==> src/rtl/uart_pkg.sv <==
// Shared UART types and defaults.
// Used by uart_rx (and the transmitter side of the link).
package uart_pkg;

  localparam int UART_CLKS_PER_BIT = 868;

  typedef enum logic [2:0] {
    RX_IDLE,
    RX_START,
    RX_DATA,
    RX_PARITY,
    RX_STOP,
    RX_BREAK
  } uart_rx_state_e;

endpackage

==> src/rtl/sync_2ff.sv <==
// Two-stage synchronizer for asynchronous inputs.
// Reset value and width are parameters.
module sync_2ff #(
  parameter int              WIDTH   = 1,
  parameter logic [WIDTH-1:0] RST_VAL = '0
) (
  input  logic             i_clk,
  input  logic             i_rst_n,
  input  logic [WIDTH-1:0] i_d,
  output logic [WIDTH-1:0] o_q
);

  logic [WIDTH-1:0] r_s1;
  logic [WIDTH-1:0] r_s2;

  always_ff @(posedge i_clk) begin
    if (!i_rst_n) begin
      r_s1 <= RST_VAL;
      r_s2 <= RST_VAL;
    end else begin
      r_s1 <= i_d;
      r_s2 <= r_s1;
    end
  end

  assign o_q = r_s2;

endmodule

==> src/rtl/uart_rx.sv <==
// Mid-bit sampling UART receiver with one-entry holding register.
// Optional parity check under UART_RX_PARITY_EN.
module uart_rx
  import uart_pkg::*;
#(
  parameter int CLKS_PER_BIT = UART_CLKS_PER_BIT,
  parameter int DATA_BITS    = 8
`ifdef UART_RX_PARITY_EN
  ,
  parameter bit PARITY_ODD   = 1'b0
`endif
) (
  input  logic                 clk,
  input  logic                 rst_n,
  input  logic                 rxd,
  output logic [DATA_BITS-1:0] rx_data,
  output logic                 rx_valid,
  input  logic                 rx_ready,
  output logic                 frame_err,
  output logic                 overrun_err,
  input  logic                 err_clr
`ifdef UART_RX_PARITY_EN
  ,
  output logic                 parity_err
`endif
);

  localparam int CW = $clog2(CLKS_PER_BIT);
  localparam logic [CW-1:0] FULL = CW'(CLKS_PER_BIT - 1);
  localparam logic [CW-1:0] HALF = CW'(CLKS_PER_BIT / 2 - 1);
  localparam logic [CW-1:0] ONE  = CW'(1);
  localparam logic [2:0]    LAST = 3'(DATA_BITS - 1);

  logic w_rxs;
  logic r_rxs_d;

  uart_rx_state_e r_state;
  uart_rx_state_e w_state_nxt;

  logic [CW-1:0]        r_cnt;
  logic [CW-1:0]        w_cnt_nxt;
  logic [2:0]           r_bitn;
  logic [2:0]           w_bitn_nxt;
  logic [DATA_BITS-1:0] r_shift;
  logic [DATA_BITS-1:0] w_shift_nxt;
  logic                 w_zero;
  logic                 w_stop_ok;
  logic                 w_stop_bad;

  logic [DATA_BITS-1:0] r_data;
  logic                 r_valid;
  logic                 r_ferr;
  logic                 r_ovr;

  sync_2ff #(
    .WIDTH  (1),
    .RST_VAL(1'b1)
  ) u_sync (
    .i_clk  (clk),
    .i_rst_n(rst_n),
    .i_d    (rxd),
    .o_q    (w_rxs)
  );

`ifdef UART_RX_PARITY_EN
  logic r_par;
  logic w_par_nxt;
  logic w_par_bad;
  logic r_perr;

  assign w_par_bad  = ((^r_shift) ^ r_par) != PARITY_ODD;
  assign parity_err = r_perr;
`endif

  assign w_zero = (r_cnt == '0);

  always_comb begin
    w_state_nxt = r_state;
    w_cnt_nxt   = r_cnt;
    w_bitn_nxt  = r_bitn;
    w_shift_nxt = r_shift;
    w_stop_ok   = 1'b0;
    w_stop_bad  = 1'b0;
`ifdef UART_RX_PARITY_EN
    w_par_nxt   = r_par;
`endif
    unique case (r_state)
      RX_IDLE: begin
        // Require a real high-to-low edge, not a line held low.
        if (!w_rxs && r_rxs_d) begin
          w_state_nxt = RX_START;
          w_cnt_nxt   = HALF;
        end
      end
      RX_START: begin
        if (!w_zero) begin
          w_cnt_nxt = r_cnt - ONE;
        end else if (w_rxs) begin
          w_state_nxt = RX_IDLE;
        end else begin
          w_state_nxt = RX_DATA;
          w_cnt_nxt   = FULL;
          w_bitn_nxt  = '0;
        end
      end
      RX_DATA: begin
        if (!w_zero) begin
          w_cnt_nxt = r_cnt - ONE;
        end else begin
          w_shift_nxt = {w_rxs, r_shift[DATA_BITS-1:1]};
          w_cnt_nxt   = FULL;
          w_bitn_nxt  = r_bitn + 3'd1;
          if (r_bitn == LAST) begin
`ifdef UART_RX_PARITY_EN
            w_state_nxt = RX_PARITY;
`else
            w_state_nxt = RX_STOP;
`endif
          end
        end
      end
`ifdef UART_RX_PARITY_EN
      RX_PARITY: begin
        if (!w_zero) begin
          w_cnt_nxt = r_cnt - ONE;
        end else begin
          w_par_nxt   = w_rxs;
          w_cnt_nxt   = FULL;
          w_state_nxt = RX_STOP;
        end
      end
`endif
      RX_STOP: begin
        if (!w_zero) begin
          w_cnt_nxt = r_cnt - ONE;
        end else if (w_rxs) begin
          w_stop_ok   = 1'b1;
          w_state_nxt = RX_IDLE;
        end else begin
          w_stop_bad  = 1'b1;
          w_state_nxt = RX_BREAK;
        end
      end
      RX_BREAK: begin
        if (w_rxs) begin
          w_state_nxt = RX_IDLE;
        end
      end
      default: begin
        w_state_nxt = RX_IDLE;
      end
    endcase
  end

  always_ff @(posedge clk) begin
    if (!rst_n) begin
      r_state <= RX_IDLE;
      r_cnt   <= '0;
      r_bitn  <= '0;
      r_shift <= '0;
      r_rxs_d <= 1'b1;
`ifdef UART_RX_PARITY_EN
      r_par   <= 1'b0;
`endif
    end else begin
      r_state <= w_state_nxt;
      r_cnt   <= w_cnt_nxt;
      r_bitn  <= w_bitn_nxt;
      r_shift <= w_shift_nxt;
      r_rxs_d <= w_rxs;
`ifdef UART_RX_PARITY_EN
      r_par   <= w_par_nxt;
`endif
    end
  end

  // A drain in the same cycle frees the slot for the new byte.
  always_ff @(posedge clk) begin
    if (!rst_n) begin
      r_data  <= '0;
      r_valid <= 1'b0;
      r_ferr  <= 1'b0;
      r_ovr   <= 1'b0;
`ifdef UART_RX_PARITY_EN
      r_perr  <= 1'b0;
`endif
    end else begin
      r_ferr <= w_stop_bad;
      if (w_stop_ok && (!r_valid || rx_ready)) begin
        r_data  <= r_shift;
        r_valid <= 1'b1;
      end else if (r_valid && rx_ready) begin
        r_valid <= 1'b0;
      end
      if (w_stop_ok && r_valid && !rx_ready) begin
        r_ovr <= 1'b1;
      end else if (err_clr) begin
        r_ovr <= 1'b0;
      end
`ifdef UART_RX_PARITY_EN
      r_perr <= (w_stop_ok | w_stop_bad) & w_par_bad;
`endif
    end
  end

  assign rx_data     = r_data;
  assign rx_valid    = r_valid;
  assign frame_err   = r_ferr;
  assign overrun_err = r_ovr;

endmodule

==> config.mk <==
export PLATFORM = sky130hd
export DESIGN_NAME = uart_rx
export DESIGN_NICKNAME = d
export VERILOG_FILES = /design/src/rtl/uart_pkg.sv /design/src/rtl/sync_2ff.sv /design/src/rtl/uart_rx.sv
export SDC_FILE = /design/constraint.sdc
export NUM_CORES = 1
export LEC_CHECK = 0
export ABC_AREA = 1
export CORE_MARGIN = 2
export CORE_UTILIZATION = 38
export DETAILED_ROUTE_END_ITERATION = 10
export RECOVER_POWER = 50
export SYNTH_ARGS = -nofsm -noshare
export SYNTH_HDL_FRONTEND = slang
export SYNTH_SLANG_ARGS = --single-unit
==> constraint.sdc <==
create_clock -name clk -period 1.75 [get_ports clk]
set_input_delay 0.175 -clock clk [delete_from_list [all_inputs] [get_ports clk]]
set_output_delay 0.175 -clock clk [all_outputs]
set_load 0.02 [all_outputs]
==> impl_results.rst <==
.. list-table::
   :header-rows: 1

   * - Metric
     - Value
   * - Run status
     - complete, no violations
   * - Wirelength per Cell
     - about 11 um
   * - Total number of placement rows
     - 25
   * - Area of all placed cells without fillers
     - about 0.0023 sq mm
   * - Half-perimeter wire length after placement
     - slightly below 3000 um
   * - Relative contribution of the clock network to total power
     - 23.5%
   * - Antenna Diode Count
     - 0
   * - Footprint of the flip-flops and latches
     - 761 sq um
   * - Average cell area after synthesis
     - about 7.3 sq um
   * - Clock transition at the register clock pins on the worst setup and hold paths after CTS
     - about 80 ps
   * - DRC
     - 0
   * - Number of synthesized register bits
     - 38
   * - Leakage power summed over all cells
     - 1.08 nW
   * - Number of antenna violations at the first check in global routing
     - 0
   * - Number of routed nets with antenna violations
     - 0
   * - Sort of element at the start of the critical path
     - register
   * - Clock tree skew after final layout
     - about 3.5 ps
   * - Placed cell area
     - approximately 0.0021 sq mm
   * - Die Span Y
     - approximately 75 um
   * - Setup total negative slack
     - 0 ps
   * - Horizontal die dimension
     - 74.6 um
   * - Switching share of power
     - about 41%
   * - Distinct cells, synth
     - 29
   * - Number of instances on the worst hold path
     - 1
   * - Logic gate share of total power
     - 46.5%
   * - Slew of the pin with the lowest slew margin
     - ~570 ps
   * - Area of the die
     - between 0.005 and 0.006 sq mm
   * - Max rail drop VDD
     - slightly below 600 uV
   * - Most common cell after layout, fill and taps aside
     - nor2_1
   * - Total Wirelength
     - 3870 um
   * - Achievable clock frequency
     - about 630 MHz
   * - Data required time at the worst endpoint
     - approximately 2000 ps
   * - Proportion of layout cells with a drive suffix above 1
     - ~17%
   * - Wire length of the first global-routing pass
     - between 6000 and 7000 um
   * - Filler cell count
     - about 500
   * - Worst slew margin relative to its limit
     - roughly 62%
   * - Pin count of the biggest net entering global routing
     - 16
   * - Vias per cell
     - roughly 4.6
   * - CTS tree
     - built
   * - Final Max Tran Viols
     - 0
   * - Crit path arrival time
     - between 1500 and 2000 ps
   * - GRT Residual Overflow
     - 0
   * - Number of clock sinks seen by CTS
     - 38
   * - Vias after detailed routing
     - ~1600
   * - Part of the total power dissipated in sequential elements
     - approximately 30%
   * - Post-synthesis to final-layout area growth
     - 21.0%
   * - Leading cell types in the layout, fill and taps excluded
     - nor2_1, dfxtp_1, nand2_1
   * - Final Core Density
     - between 40% and 50%
   * - Post-layout minimum cycle time
     - 1580 ps
   * - Vias in the first global route
     - 1490
   * - Setup ws final
     - approximately 170 ps
   * - Final setup violation count
     - 0
   * - Power, Total
     - about 3.8 mW
   * - Starting Density
     - 39.9%
   * - Maximum root-to-sink buffer count
     - 2
   * - Setup repair after global routing missed its margin
     - no
   * - Starting DRT DRC Count
     - 77
   * - Final #Nets
     - 292
   * - Nature of the critical path endpoint
     - register
   * - Total global routing track utilization
     - about 15%
   * - Buffers on Ports
     - 15
   * - PwrDens
     - between 1500 and 2000 mW/mm^2
   * - Sequential area share after synthesis
     - approximately two fifths
   * - Multi-input logic area
     - approximately 1000 sq um
   * - Worst Setup SP
     - r_cnt[0]
   * - Post-synthesis instance area
     - approximately 0.0019 sq mm
   * - Reg-to-reg startpoint
     - r_cnt[0]
   * - Post-Syn Nets
     - 268
   * - Number of placed cells counting well taps
     - 342
   * - Final worst-path cycle share
     - 90.5%
   * - Int Power
     - roughly 2.2 mW
   * - Worst slack at placement
     - about 150 ps
   * - Hold slack final
     - roughly 420 ps
   * - Router iterations before antenna repair
     - 4
   * - Largest fanout of any net on the critical path
     - 6
   * - Final standard cell count with taps included and fillers excluded
     - 351
   * - Cell at the root of the clock tree
     - clkbuf_8
   * - Number of cell instances on the worst register-to-register path
     - 9
   * - Num CTS Buffers
     - 5
   * - Number of levels the H-tree was split into
     - 2
   * - Core region area
     - between 0.004 and 0.005 sq mm
   * - Final weighted congestion in routability-driven placement
     - 0.832
   * - CP Class
     - reg -> reg
   * - Clock network latency to the later pin of the worst-skew pair
     - around 280 ps
   * - Synth Instances
     - around 260
   * - Yosys synthesis warning count
     - 0
   * - Class of the worst hold path
     - reg -> reg
   * - Final Hold Vio Count
     - 0
   * - Hold path startpoint
     - u_sync.r_s1
   * - Max-cap violations
     - 0
   * - IO Pins
     - 16
   * - Net switching power figure
     - about 1.6 mW
## critical path, cell delays in order (launching register included)
cell and delay, ps:
dfxtp_1 320, inv_1 110, ha_1 180, nand3_1 130, nor2_4 170, nand3_2 120, nor2_4 180, buf_4 150
o21ai_0 70, nor2_1 100
## flip-flops by register name, indices dropped and copies added, names as in the netlist
name	count
r_state	3
r_shift	8
u_sync.o_q	1
rx_data	8
r_rxs_d	1
rx_valid	1
u_sync.r_s1	1
r_bitn	3
r_cnt	10
frame_err	1
overrun_err	1
## logic make-up (layout without fill, tap and decap cells)
| kind of cell | Yosys count | after routing | share of synthesized area (%) |
|---|---|---|---|
| buffers and inverters | 34 | 59 | 7.52 |
| flip-flops | 38 | 38 | 40.1 |
| AO/OA/AOI/OAI | 42 | 42 | 11.6 |
| XOR/XNOR | 5 | 5 | 2.31 |
| adder cells (fa/ha/maj) | 4 | 4 | 2.64 |
| AND/OR/NAND/NOR | 136 | 136 | 35.8 |
## path summary, 6_finish.rpt
check	to	slack [ps]
setup / recovery	rx_data[3]	170
hold / removal	u_sync.o_q	420
setup reg to reg	rx_data[3]	170
hold reg to reg	u_sync.o_q	420
## power by group through the flow
| stage | clock [mW] | sequential [mW] | combinational [mW] |
|---|---|---|---|
| floorplan | 0 | 1.16 | 1.40 |
| global placement | 0 | 1.15 | 1.74 |
| detailed placement | 0 | 1.15 | 1.75 |
| CTS | 0.921 | 1.14 | 1.77 |
| global route | 0.950 | 1.16 | 1.99 |
| finish | 0.888 | 1.13 | 1.76 |
## cell type report
| class | instances | area share, % |
|---|---|---|
| well taps | 67 | 3.66 |
| flip-flops and latches | 38 | 33.2 |
| inverters | 28 | 4.69 |
| multi-input cells | 187 | 43.5 |
| clock buffers | 5 | 3.00 |
| clock inverters | 3 | 3.00 |
| repair buffers | 23 | 9.00 |
## cell usage after synthesis, drive strengths merged
master   n  area [sq um]
nand2   41           164
o21ai   30           158
nor3     6          35.0
nor2    65           320
buf      3          23.8
a21oi   11          55.1
nand3   18           120
inv     27           104
nand4    2          12.5
a21o     1          7.51
ha       4          50.1
or2      3          18.8
clkinv   1          3.75
nand3b   1          7.51
xor2     5          43.8
dfxtp   38           761
clkbuf   3          11.3
## what timing repair did
action	CTS	global route
hold buffers	0	0
gates resized for setup	0	2
endpoints found under the setup margin	0	8
buffers inserted	0	1
## routing by layer
| metal | share of wire (%) | vias up | GRT usage, % |
|---|---|---|---|
| met1 | 52 | 707 | 20.9 |
| met2 | 43 | 23 | 24.5 |
| met4 | 1.2 | 0 | 5.36 |
| met3 | 3.6 | 5 | 3.48 |
| met5 | 0 | - | 0 |
| li1 | - | 873 | - |
Power figures use the tool's default switching activity.
